[config.mk]
export PLATFORM = sky130hd
export DESIGN_NAME = bus_arbiter
export DESIGN_NICKNAME = d
export VERILOG_FILES = /design/src/rtl/bus_arbiter.sv
export SDC_FILE = /design/constraint.sdc
export NUM_CORES = 1
export LEC_CHECK = 0
export ABC_AREA = 1
export CAP_MARGIN = 20
export CORE_AREA = 2 2 123 125
export CTS_BUF_LIST = sky130_fd_sc_hd__clkbuf_8 sky130_fd_sc_hd__clkbuf_16
export CTS_CLUSTER_SIZE = 25
export DETAILED_ROUTE_END_ITERATION = 10
export DIE_AREA = 0 0 125 127
export SETUP_SLACK_MARGIN = 0.1
export SLEW_MARGIN = 20
export SYNTH_ARGS = -nofsm -noshare
export SYNTH_HDL_FRONTEND = slang
export SYNTH_SLANG_ARGS = --single-unit
[constraint.sdc]
create_clock -name clk_i -period 1.6 [get_ports clk_i]
set_input_delay 0.16 -clock clk_i [delete_from_list [all_inputs] [get_ports clk_i]]
set_output_delay 0.16 -clock clk_i [all_outputs]
set_load 0.01 [all_outputs]
[src/rtl/bus_arbiter.sv]
// Two-master bus arbiter: JTAG (m1) has fixed priority, the core (m0) is protected from
// starvation, and a stalled slave is completed with an error after TIMEOUT busy cycles.
module bus_arbiter #(
    parameter int unsigned TIMEOUT  = 256,
    parameter int unsigned MAX_WAIT = 4,
    parameter logic [31:0] ERR_DATA = 32'hDEADBEEF
) (
    input  logic        clk_i,
    input  logic        n_rst_i,
    input  logic        m0_req_i,
    input  logic [3:0]  m0_sel_i,
    input  logic [31:0] m0_addr_i,
    input  logic        m0_we_i,
    input  logic [31:0] m0_data_i,
    output logic        m0_rvalid_o,
    output logic [31:0] m0_data_o,
    input  logic        m1_req_i,
    input  logic [3:0]  m1_sel_i,
    input  logic [31:0] m1_addr_i,
    input  logic        m1_we_i,
    input  logic [31:0] m1_data_i,
    output logic        m1_rvalid_o,
    output logic [31:0] m1_data_o,
    output logic        s_req_o,
    output logic [3:0]  s_sel_o,
    output logic [31:0] s_addr_o,
    output logic        s_we_o,
    output logic [31:0] s_data_o,
    input  logic        s_rvalid_i,
    input  logic [31:0] s_data_i,
    output logic [1:0]  grant_o,
    output logic        err_o
);
    localparam int unsigned TMO_W  = $clog2(TIMEOUT);
    localparam int unsigned WAIT_W = $clog2(MAX_WAIT + 1);
    localparam logic [TMO_W-1:0]  TMO_LAST   = TMO_W'(TIMEOUT - 1);
    localparam logic [WAIT_W-1:0] WAIT_LIMIT = WAIT_W'(MAX_WAIT);

    typedef enum logic [1:0] {
        IDLE  = 2'd0,
        BUSY0 = 2'd1,
        BUSY1 = 2'd2
    } state_t;

    state_t            state_q, state_d;
    logic [WAIT_W-1:0] wait_cnt_q, wait_cnt_d;
    logic [TMO_W-1:0]  tmo_cnt_q, tmo_cnt_d;

    logic        busy;
    logic        tmo_hit;
    logic        done;
    logic [31:0] rdata;

    always_ff @(posedge clk_i or negedge n_rst_i) begin
        if (!n_rst_i) begin
            state_q    <= IDLE;
            wait_cnt_q <= '0;
            tmo_cnt_q  <= '0;
        end else begin
            state_q    <= state_d;
            wait_cnt_q <= wait_cnt_d;
            tmo_cnt_q  <= tmo_cnt_d;
        end
    end

    always_comb begin
        state_d     = state_q;
        wait_cnt_d  = wait_cnt_q;
        tmo_cnt_d   = tmo_cnt_q;
        s_req_o     = 1'b0;
        s_sel_o     = '0;
        s_addr_o    = '0;
        s_we_o      = 1'b0;
        s_data_o    = '0;
        grant_o     = 2'b00;
        m0_rvalid_o = 1'b0;
        m1_rvalid_o = 1'b0;
        m0_data_o   = '0;
        m1_data_o   = '0;

        busy    = (state_q != IDLE);
        // A real response in the final cycle beats the timeout.
        tmo_hit = busy && !s_rvalid_i && (tmo_cnt_q == TMO_LAST);
        done    = busy && (s_rvalid_i || tmo_hit);
        rdata   = s_rvalid_i ? s_data_i : ERR_DATA;
        err_o   = tmo_hit;

        case (state_q)
            IDLE: begin
                tmo_cnt_d = '0;
                if (m1_req_i && !(m0_req_i && wait_cnt_q == WAIT_LIMIT)) begin
                    state_d = BUSY1;
                    if (!m0_req_i) begin
                        wait_cnt_d = '0;
                    end else if (wait_cnt_q != WAIT_LIMIT) begin
                        wait_cnt_d = wait_cnt_q + WAIT_W'(1);
                    end
                end else if (m0_req_i) begin
                    state_d    = BUSY0;
                    wait_cnt_d = '0;
                end else begin
                    wait_cnt_d = '0;
                end
            end
            BUSY0: begin
                s_req_o     = 1'b1;
                s_sel_o     = m0_sel_i;
                s_addr_o    = m0_addr_i;
                s_we_o      = m0_we_i;
                s_data_o    = m0_data_i;
                grant_o     = 2'b01;
                m0_rvalid_o = done;
                m0_data_o   = done ? rdata : '0;
            end
            BUSY1: begin
                s_req_o     = 1'b1;
                s_sel_o     = m1_sel_i;
                s_addr_o    = m1_addr_i;
                s_we_o      = m1_we_i;
                s_data_o    = m1_data_i;
                grant_o     = 2'b10;
                m1_rvalid_o = done;
                m1_data_o   = done ? rdata : '0;
            end
            default: state_d = IDLE;
        endcase

        // Completion always passes through IDLE, forcing one idle bus cycle.
        if (busy) begin
            if (done) begin
                state_d   = IDLE;
                tmo_cnt_d = '0;
            end else begin
                tmo_cnt_d = tmo_cnt_q + TMO_W'(1);
            end
        end
    end

endmodule
==> Word-level counts from Yosys, hierarchy flattened <==
Index checks and enable logic that the tools add are counted.
{ "totals": {"regBits": 13, "inputBits": 175, "out_inout_bits": 139, "wordCells": 47} }
{ "op_classes": {"add_sub_neg": 2, "n_eq_ne": 6, "mux": 23, "n_reduce_logical": 13} }
{ "ops": {"columns": ["operator", "n"], "rows": [
  ["two-way mux 32 bit", 4],
  ["one-hot mux 32 bit (2 select lines)", 2],
  ["two-way mux 8 bit", 3],
  ["two-way mux 3 bit", 3],
  ["adder 8 x 1 -> 8 bit (second input constant)", 1],
  ["== test 8 bit (second input constant)", 1],
  ["two-way mux 2 bit", 4],
  ["one-hot mux 2 bit (2 select lines)", 2],
  ["one-hot mux 4 bit (2 select lines)", 1],
  ["logical AND 1 bit", 5],
  ["nonzero test 2 bit", 2],
  ["adder 3 x 1 -> 3 bit (second input constant)", 1],
  ["== test 3 bit (second input constant)", 1],
  ["two-way mux 1 bit", 3],
  ["inequality test 3 x 2 -> 1 bit (second input constant)", 1],
  ["inequality test 3 bit (second input constant)", 1],
  ["== test 2 x 1 -> 1 bit (second input constant)", 1],
  ["== test 2 bit (second input constant)", 1],
  ["logical NOT 1 bit", 2],
  ["logical NOT 2 bit", 1],
  ["one-hot mux 1 bit (2 select lines)", 1],
  ["AND reduction 2 bit", 1],
  ["OR reduction 2 bit", 1],
  ["logical OR 1 bit", 1]
]} }

==> Longest topological paths before layout <==
Gate-level depths: netlist of the first run.
{ "depth": {"ltp_word": 8, "depth_mapped": 10, "depth_no_buf": 9} }

==> Least setup slack after synthesis of the first run <==
Ideal clock, no wire load.
{ "synth_timing": {"kind": "register to output", "startpoint": "register state_q[0]", "endpoint": "output s_data_o[21]", "t_arrival_ps": 1590, "required_ps": 1440, "slack_ps": -150, "stages_incl_launch_ff": 7, "path_buffers": 2, "path_cell_list": "dfrtp_1 -> inv_1 -> ha_1 -> clkinv_1 -> clkbuf_1 -> clkbuf_1 -> a21oi_1"} }
{ "synth_via": {"elab_chain_len": 2, "elab_cells_between_ends": 3, "classes_between": "2 x eq/ne; 1 x mux"} }
{ "synth_lines": {"columns": ["element", "line_no", "rtl"], "rows": [
  ["start: declaration", "45", "state_t state_q, state_d;"],
  ["start signal: assignment", "60", "state_q <= state_d;"],
  ["== test 2 bit or == test 2 x 1 -> 1 bit (tied branches)", "88", "case (state_q)"],
  ["one-hot mux 32 bit (2 select lines) *", "88", null],
  ["end: declaration", "28", "output logic [31:0] s_data_o,"]
]} }
Every way passes the cells marked *; elsewhere a longest branch is shown, timed or not.

==> Worst setup path after layout of the first run <==
{ "layout_timing": {"startpoint": "register state_q[1]", "endpoint": "output m0_data_o[28]"} }
{ "layout_via": {"elab_chain_len": 7, "elab_cells_between_ends": 8, "classes_between": "1 x eq/ne; 2 x mux; 5 x reduce/logical"} }
{ "layout_lines": {"columns": ["element", "line_no", "rtl"], "rows": [
  ["nonzero test 2 bit", "81", "busy = (state_q != IDLE);"],
  ["logical AND 1 bit (2 in series)", "83", "tmo_hit = busy && !s_rvalid_i && (tmo_cnt_q == TMO_LAST);"],
  ["logical OR 1 bit", "84", "done = busy && (s_rvalid_i || tmo_hit);"],
  ["logical AND 1 bit", "84", null],
  ["two-way mux 32 bit", "113", "m0_data_o = done ? rdata : '0;"],
  ["two-way mux 32 bit *", "88", null],
  ["end: declaration", "16", "output logic [31:0] m0_data_o,"]
]} }
Marks and branches as above.

==> impl_metrics.yaml, run 1 <==
outcome:
  status: "complete, but fails checks"
  violations: "setup timing"
finish:
  num-fill-cells: 1321
  drive_gt1_share_pct: 59.2
  multiInputGateArea_mm2: 0.00281
  nets: 1024
  final_cells: 1024
  syn_to_final_growth_pct: 264
  finalInstanceArea_mm2: 0.00799
  seq_area_um2: 325
  num_antenna_cells: 0
timing:
  slew_violations: 0
  fin_skew_ps: 2.86
  slew_headroom_pct: 58.1
  rsz0062_at_grt: "true"
  worst_slack_ps: -389
  fmax_ghz: 0.503
  period_minus_slack_ps: 1990
  hold_viol_final: 0
  hold_ws_ps: 314
  finalSetupViolations: 136
  worst_pin_slew_ps: 627
  finalCritPeriodShare_pct: 124
power_and_ir_drop:
  seq_power_share_pct: 4.4
  ir_worst_vdd_uv: 664
  switching_power_mw: 4.55
  p_leak_nw: 3.57
  p_int_mw: 5.34
  power_density_mw_per_mm2: 1240
  pwr-share-clk_pct: 4.6
  p_comb_share_pct: 91.0
  switching_share_pct: 46.0
floorplan:
  coreArea_mm2: 0.0144
  num_rows: 44
  die-area_mm2: 0.0159
  start_util_pct: 15.2
  die_h_um: 127
  die_w_um: 125
  ios: 314
yosys:
  synth_edf_count: 0
  synth.area.top_cells: "nand2_1 25%, a21oi_1 16%, dfrtp_1 15%, nor2_1 14%, ha_1 4.6%"
  yosysWarnings: 0
  yosys.cell_types.count: 25
  synth_ff_type: "dfrtp_1"
  synth_top_area_share_pct: 25.4
  yosys-top-cells-count: "149 x nand2_1, 83 x nor2_1, 72 x a21oi_1"
  syn_nets: 604
  ys_seq_area_share_pct: 14.8
  synthArstFlopShare_pct: 100
  netlist_instances: 421
  syn_area_per_cell_um2: 5.22
  yosys.area.top_type: "nand2_1"
  syn_area_mm2: 0.00220
  synth_most_common_cell: "nand2_1"
  ys_ff_latch: 13
critical_path:
  crit_type: "reg -> out"
  crit_buf_inv: 5
  path_cells: "inv_2 -> ha_4 -> inv_4 -> nand2_4 -> nor2_4 -> nand3_4 -> nand2_8 -> buf_6 -> nand2_8 -> buf_12 -> nor2_4 -> buf_6"
  slowest_delay_ps: 370
  crit_family: "buffers and inverters"
  cp_max_fo: 6
  worstPathRequired_ps: 1440
  slowest_stage: "dfrtp_1"
  cp_data_arrival_time_ps: 1830
  crit_path_end_kind: "primary output"
  startpoint_type: "register"
clock_tree:
  cts_root_buf: "clkbuf_16"
  clk_pin_slew_ps: 50
  cts_max_level: 1
  clock-sinks: 13
  cts_hold_buf: 0
  clock_latency_ps: 240
  cts_tree: "done"
  clock_path_buffers: 2
  cts_buffers: 3
detailed_routing:
  drt-vias-per-instance: 4.45
  routedWlPerCell_um: 16.8
  antenna_left: 0
  drc: 0
  drt_iter0_markers: 85
  vias: 4555
  drt-pass1-iter-count: 4
  wirelength_um: 17200
job:
  maxCapViolCount: 0
global_routing:
  grt_overflow_total: 0
  first_global_vias: 4457
  grt_pass1_wl_um: 24200
  grt_max_degree: 25
  grt_antenna_before_repair: 0
  grt_usage_pct: 19.0
placement:
  hpwl_um: 12000
  place.port_buffers: 313
  globalplace.congestion: 0.929
  placed_area_mm2: 0.00660
  place_inst: 957
  preCtsSetupSlack_ps: -627
worst_hold_path:
  hold_path.class: "in -> async"
[cell usage in the layout (no fill, tap or decap), types with 2 or more instances in the layout]
cell type,Yosys,final
a21oi_1,72,13
inv_1,20,15
buf_4,1,74
inv_4,0,3
nor3_2,0,3
nand2_2,2,50
buf_12,0,24
inv_2,2,4
nand2_4,0,31
xnor2_1,2,2
dfrtp_1,13,13
nor2_4,1,45
clkbuf_16,0,9
buf_2,4,79
buf_8,0,3
nor2_1,83,35
nor3_4,0,13
nor2_2,1,5
a21oi_2,0,59
nand2_8,3,6
clkdlybuf4s50_1,0,174
xor2_1,2,2
ha_1,8,4
buf_16,0,9
buf_6,4,70
ha_4,0,3
nand2_1,149,70
nand3_1,9,9
[logic make-up (layout without fill, tap and decap cells)]
group | count (synthesis) | count (layout) | share of synthesized area, %
AND/OR/NAND/NOR | 267 | 270 | 50.9
AO/OA/AOI/OAI | 75 | 75 | 17.1
buffers and inverters | 54 | 470 | 11.0
flip-flops | 13 | 13 | 14.8
adder cells (fa/ha/maj) | 8 | 8 | 4.55
XOR/XNOR | 4 | 4 | 1.59
[through the flow]
stage	util (%)	TNS, ps	total power, mW
2_1_floorplan	-	0	3.23
3_3_place_gp	45.7	-57510	6.45
3_5_place_dp	45.7	-59860	6.51
4_1_cts	49.0	-39860	8.40
5_1_grt	55.4	-49450	10.4
6_report	55.4	-41020	9.89
[worst register-to-register path, stage by stage, from the launching register on]
cell     delay (ps)
dfrtp_1         390
inv_2           110
ha_4            160
inv_4            50
buf_4           130
nand2_4         100
buf_12          150
buf_12          130
nand3_1          70
o21ai_1          80
[cell type report]
cell class / instances / area share, %
multi-input combinational: 357 / 35.1
tap: 184 / 2.88
timing repair buffer: 442 / 55.4
inverter: 24 / 1.52
sequential: 13 / 4.07
clock inverter: 1 / 0.0470
clock buffer: 3 / 0.939
[power groups by stage]
| stage | clock network, mW | logic, mW | registers, mW |
|---|---|---|---|
| 3_5_place_dp | 0 | 6.08 | 0.436 |
| 4_1_cts | 0.468 | 7.50 | 0.433 |
| 6_report | 0.459 | 9.00 | 0.436 |
| 3_3_place_gp | 0 | 6.02 | 0.431 |
| 2_1_floorplan | 0 | 2.80 | 0.436 |
| 5_1_grt | 0.483 | 9.51 | 0.444 |
[flip-flops by register name, summed over array words and instances, names as in the netlist]
name / count
tmo_cnt_q: 8
state_q: 2
wait_cnt_q: 3
[final timing paths]
kind | slack (ps) | from | cells past startpoint | end
setup / recovery | -390 | state_q[1] | 12 | m0_data_o[28]
hold / removal | 310 | n_rst_i | 1 | tmo_cnt_q[0]
max in group asynchronous | 880 | n_rst_i | 1 | tmo_cnt_q[6]
hold reg to reg | 530 | wait_cnt_q[0] | 1 | wait_cnt_q[0]
setup reg to reg | 160 | state_q[1] | 9 | state_q[0]
min in group clk_i | 530 | wait_cnt_q[0] | 1 | wait_cnt_q[0]
[layer usage]
layer | share of wire (%) | GRT usage, %
met1 | 38 | 21.3
met5 | 0 | 0
met3 | 5.9 | 2.85
met2 | 54 | 37.1
met4 | 2.1 | 5.03
[what timing repair did]
| item | CTS | global route |
|---|---|---|
| pin swaps | 16 | 63 |
| setup buffers | 19 | 27 |
| resized for setup | 613 | 228 |
| cloned | 12 | 6 |
| setup endpoints to repair | 140 | 144 |
(Power assumes the default switching activity.)
==> run 2, diff against run 1 <==
- ABC_CLOCK_PERIOD_IN_PS: not set -> 1600
- SKIP_LAST_GASP: not set -> 1
- TNS_END_PERCENT: not set -> 10
==> impl_metrics.yaml, run 2 (same netlist as run 1, synthesis figures left out) <==
critical_path:
  r2r-start: "state_q[1]"
  rr_endpoint: "state_q[1]"
  worstPathRequired_ps: 1440
  cp_max_fo: 7
  crit_path_end_kind: "primary output"
  r2r_cells: 10
  crit_type: "reg -> out"
  startpoint_type: "register"
  ff2ff_setup_slack_ps: 20
  cp_data_arrival_time_ps: 1840
power_and_ir_drop:
  p_leak_nw: 2.94
  switching_power_mw: 3.39
  p_comb_share_pct: 87.3
  ir_worst_vdd_uv: 792
  switching_share_pct: 48.7
  power_density_mw_per_mm2: 1060
  pwr-share-clk_pct: 6.5
  p_int_mw: 3.58
  seq_power_share_pct: 6.2
timing:
  fmax_ghz: 0.501
  slew_violations: 0
  worst_pin_slew_ps: 582
  worst_slack_ps: -397
  hold_ws_ps: 297
  finalSetupViolations: 139
  finalCritPeriodShare_pct: 125
  hold_viol_final: 0
  slew_headroom_pct: 61.1
  rsz0062_at_grt: "true"
  fin_skew_ps: 2.23
  period_minus_slack_ps: 2000
global_routing:
  first_global_vias: 4147
  grt_antenna_before_repair: 0
  grt_max_degree: 47
  grt_usage_pct: 16.5
  grt_pass1_wl_um: 21400
  grt_overflow_total: 0
clock_tree:
  cts_max_level: 1
  cts_hold_buf: 0
  cts_buffers: 3
  clock_path_buffers: 2
  clock_latency_ps: 240
  cts_root_buf: "clkbuf_16"
  cts_tree: "done"
  clk_pin_slew_ps: 40
  clock-sinks: 13
outcome:
  status: "complete, but fails checks"
  violations: "setup timing"
finish:
  largest_register_ffs: 8
  final_common_cell: "clkdlybuf4s50_1"
  drive_gt1_share_pct: 31.2
  num-fill-cells: 1459
  finalInstanceArea_mm2: 0.00661
  syn_to_final_growth_pct: 200
  nets: 972
  largest-register: "tmo_cnt_q"
  final_cells: 972
  num_antenna_cells: 0
  top_regs: "tmo_cnt_q x8, wait_cnt_q x3, state_q x2"
  mostFrequentLayoutCells: "177 x clkdlybuf4s50_1, 146 x nand2_1, 60 x dlygate4sd2_1"
placement:
  globalplace.congestion: 0.842
  placed_area_mm2: 0.00629
  place.port_buffers: 313
  hpwl_um: 11100
  preCtsSetupSlack_ps: -574
  place_inst: 939
detailed_routing:
  drt-vias-per-instance: 4.29
  routedWlPerCell_um: 15.2
  antenna_left: 0
  drt_iter0_markers: 123
  wirelength_um: 14800
  vias: 4169
  drt-pass1-iter-count: 5
  drc: 0
job:
  maxCapViolCount: 0
floorplan:
  die-area_mm2: 0.0159
  coreArea_mm2: 0.0144
  ios: 314
  start_util_pct: 15.2
  num_rows: 44
  die_h_um: 127
  die_w_um: 125
worst_hold_path:
  hold_path.class: "in -> async"
[run 2: cell count changes in the layout (fill, tap and decap cells not counted), moves of 37 or more]
cell	delta
buf_2	-37
buf_6	-58
nand2_2	-49
a21oi_2	-45
a21oi_1	+45
nand2_1	+76
dlygate4sd2_1	+59
[run 2: metal layers]
metal	routed length [um]	track usage, %	up-vias
li1	-	-	2076
met1	5180	17.2	1844
met2	7940	32.7	225
met3	1270	4.19	24
met4	391	4.31	0
met5	0	0	-
[run 2: per-stage QoR]
stage	setup TNS (ps)	utilization [%]	power, mW
6_report	-39940	45.8	6.97
5_1_grt	-53640	45.8	7.47
4_1_cts	-47850	44.8	6.70
3_5_place_dp	-62070	43.6	6.02
3_3_place_gp	-60880	43.6	5.97
2_1_floorplan	-122	-	3.00
[run 2: area by class of cell]
| cell class | count | area (um^2) | area share, % |
|---|---|---|---|
| Timing Repair Buffer | 387 | 3660 | 55.5 |
| Tap cell | 184 | 230 | 3.49 |
| Multi-Input combinational cell | 360 | 2200 | 33.4 |
| Clock inverter | 1 | 3.75 | 0.0568 |
| Sequential cell | 13 | 325 | 4.93 |
| Inverter | 24 | 101 | 1.53 |
| Clock buffer | 3 | 75.1 | 1.14 |
[run 2: worst max path at each step]
stage	endpoint	from	slack, ps
6_report	m1_data_o[2]	state_q[1]	-400
5_1_grt	m1_data_o[2]	state_q[1]	-490
4_1_cts	m1_data_o[1]	state_q[1]	-410
3_5_place_dp	m1_data_o[0]	s_rvalid_i	-570
3_3_place_gp	m0_data_o[0]	s_rvalid_i	-540
2_1_floorplan	m0_data_o[14]	state_q[1]	-20
[run 2: what timing repair did]
| action | in CTS | in global routing |
|---|---|---|
| hold endpoints to repair | 0 | 0 |
| gates cloned | 8 | 5 |
| setup endpoints to repair | 139 | 148 |
| pin swaps | 12 | 10 |
| buffers inserted | 11 | 5 |
| gates resized for setup | 334 | 34 |
[run 2: power groups by stage]
stage	logic [mW]	registers [mW]	clock network, mW
6_report	6.09	0.432	0.451
3_5_place_dp	5.59	0.433	0
4_1_cts	5.80	0.430	0.466
5_1_grt	6.54	0.438	0.488
2_1_floorplan	2.56	0.436	0
3_3_place_gp	5.54	0.431	0
[run 2: worst max-delay path, cell delays in order (launching register included)]
cell and delay (ps):
dfrtp_1 360, inv_2 80, ha_4 170, inv_4 60, nand2_4 50, nor2_4 90
nand3_4 100, nand2_8 100, buf_6 100, buf_12 140, nand2_8 100, nor2_1 100
buf_2 130
==> run 3, diff against run 2 <==
- HOLD_SLACK_MARGIN: not set -> 0.15
- RECOVER_POWER: not set -> 50
==> impl_metrics.yaml, run 3 (same netlist as run 1, synthesis figures left out) <==
global_routing:
  grt_antenna_before_repair: 0
  grt_pass1_wl_um: 21400
  first_global_vias: 4147
  grt_overflow_total: 0
  grt_max_degree: 47
  grt_usage_pct: 16.5
critical_path:
  crit_type: "reg -> out"
  worstPathRequired_ps: 1440
  critPathLaunch: "state_q[1]"
  r2r_cells: 10
  rr_endpoint: "state_q[1]"
  cp_max_fo: 7
  crit_path_end_kind: "primary output"
  startpoint_type: "register"
  cp-endpoint: "m1_data_o[2]"
  ff2ff_setup_slack_ps: 20
  r2r-start: "state_q[1]"
  cp_data_arrival_time_ps: 1840
detailed_routing:
  route.met3.wl_um: 1270
  drt_iter0_markers: 123
  routedWlPerCell_um: 15.2
  top_layer_used: "met4"
  wl_met1_um: 5180
  drc: 0
  wirelength_um: 14800
  vias: 4170
  antenna_left: 0
  wl_met2_um: 7940
  drt-pass1-iter-count: 5
  drt-vias-per-instance: 4.29
timing:
  period_minus_slack_ps: 2000
  worst_slack_ps: -397
  finalSetupViolations: 139
  slew_headroom_pct: 60.7
  slew_violations: 0
  fmax_ghz: 0.501
  finalCritPeriodShare_pct: 125
  worst_pin_slew_ps: 587
  fin_tns_setup_ps: -39940
  hold_viol_final: 0
  rsz0062_at_grt: "true"
  fin_skew_ps: 2.23
  hold_ws_ps: 367
power_and_ir_drop:
  ir_worst_vdd_uv: 792
  p_leak_nw: 2.94
  power_density_mw_per_mm2: 1060
  power_mw: 6.97
outcome:
  violations: "setup timing"
  status: "complete, but fails checks"
clock_tree:
  cts_buffers: 3
  cts_root_buf: "clkbuf_16"
  clock-sinks: 13
  cts_tree: "done"
  clk_pin_slew_ps: 40
  cts_max_level: 1
  clock_path_buffers: 2
  cts_hold_buf: 0
  clock_latency_ps: 240
placement:
  place.port_buffers: 313
  placed_area_mm2: 0.00629
  globalplace.congestion: 0.842
  place_inst: 939
  preCtsSetupSlack_ps: -574
  hpwl_um: 11100
finish:
  largest_register_ffs: 8
  final_cells: 972
  final_common_cell: "clkdlybuf4s50_1"
  syn_to_final_growth_pct: 200
  fin_util_pct: 45.8
  top_regs: "tmo_cnt_q x8, wait_cnt_q x3, state_q x2"
  num_antenna_cells: 0
  nets: 972
  largest-register: "tmo_cnt_q"
  drive_gt1_share_pct: 31.2
  finalInstanceArea_mm2: 0.00661
  mostFrequentLayoutCells: "176 x clkdlybuf4s50_1, 146 x nand2_1, 60 x dlygate4sd2_1"
floorplan:
  die_w_um: 125
  die_h_um: 127
  coreArea_mm2: 0.0144
  start_util_pct: 15.2
  ios: 314
  num_rows: 44
  die-area_mm2: 0.0159
job:
  maxCapViolCount: 0
worst_hold_path:
  hold_path.class: "in -> async"
## run 3: worst min-delay path by stage
stage / start / to / depth (start not counted)
floorplan: n_rst_i / state_q[0] / 0
global placement: tmo_cnt_q[0] / tmo_cnt_q[0] / 2
detailed placement: tmo_cnt_q[0] / tmo_cnt_q[0] / 2
CTS: n_rst_i / wait_cnt_q[2] / 1
global route: n_rst_i / wait_cnt_q[0] / 1
finish: n_rst_i / wait_cnt_q[2] / 1
## run 3: repair_timing
action,in CTS,in global routing
endpoints found under the setup margin,139,148
hold endpoints to repair,0,0
buffers inserted,11,5
cloned,8,5
pin swaps,12,10
gates resized for setup,334,34
## run 3: power breakdown
group	internal (mW)	switching [mW]
combinational	2.86	3.23
clock	0.328	0.123
sequential	0.388	0.0442
total	3.58	3.39
## run 3: layout make-up
cell class              count  area [um^2]
fillers                  1459         7820
repair buffers            387         3660
multi-input cells         360         2200
flip-flops and latches     13          325
well taps                 184          230
inverters                  24          101
clock buffers               3         75.1
clock inverters             1         3.75
## run 3: worst max-delay path, stage by stage, from the launching register on
cell	delay, ps
dfrtp_1	360
inv_2	80
ha_4	170
inv_4	60
nand2_4	50
nor2_4	90
nand3_4	100
nand2_8	100
buf_6	100
buf_12	140
nand2_8	100
nor2_1	100
buf_2	130
## run 3: metal layers
layer | up-vias | global-route usage [%]
met5 | - | 0
met4 | 0 | 4.31
met3 | 24 | 4.19
met2 | 225 | 32.7
met1 | 1845 | 17.2
li1 | 2076 | -
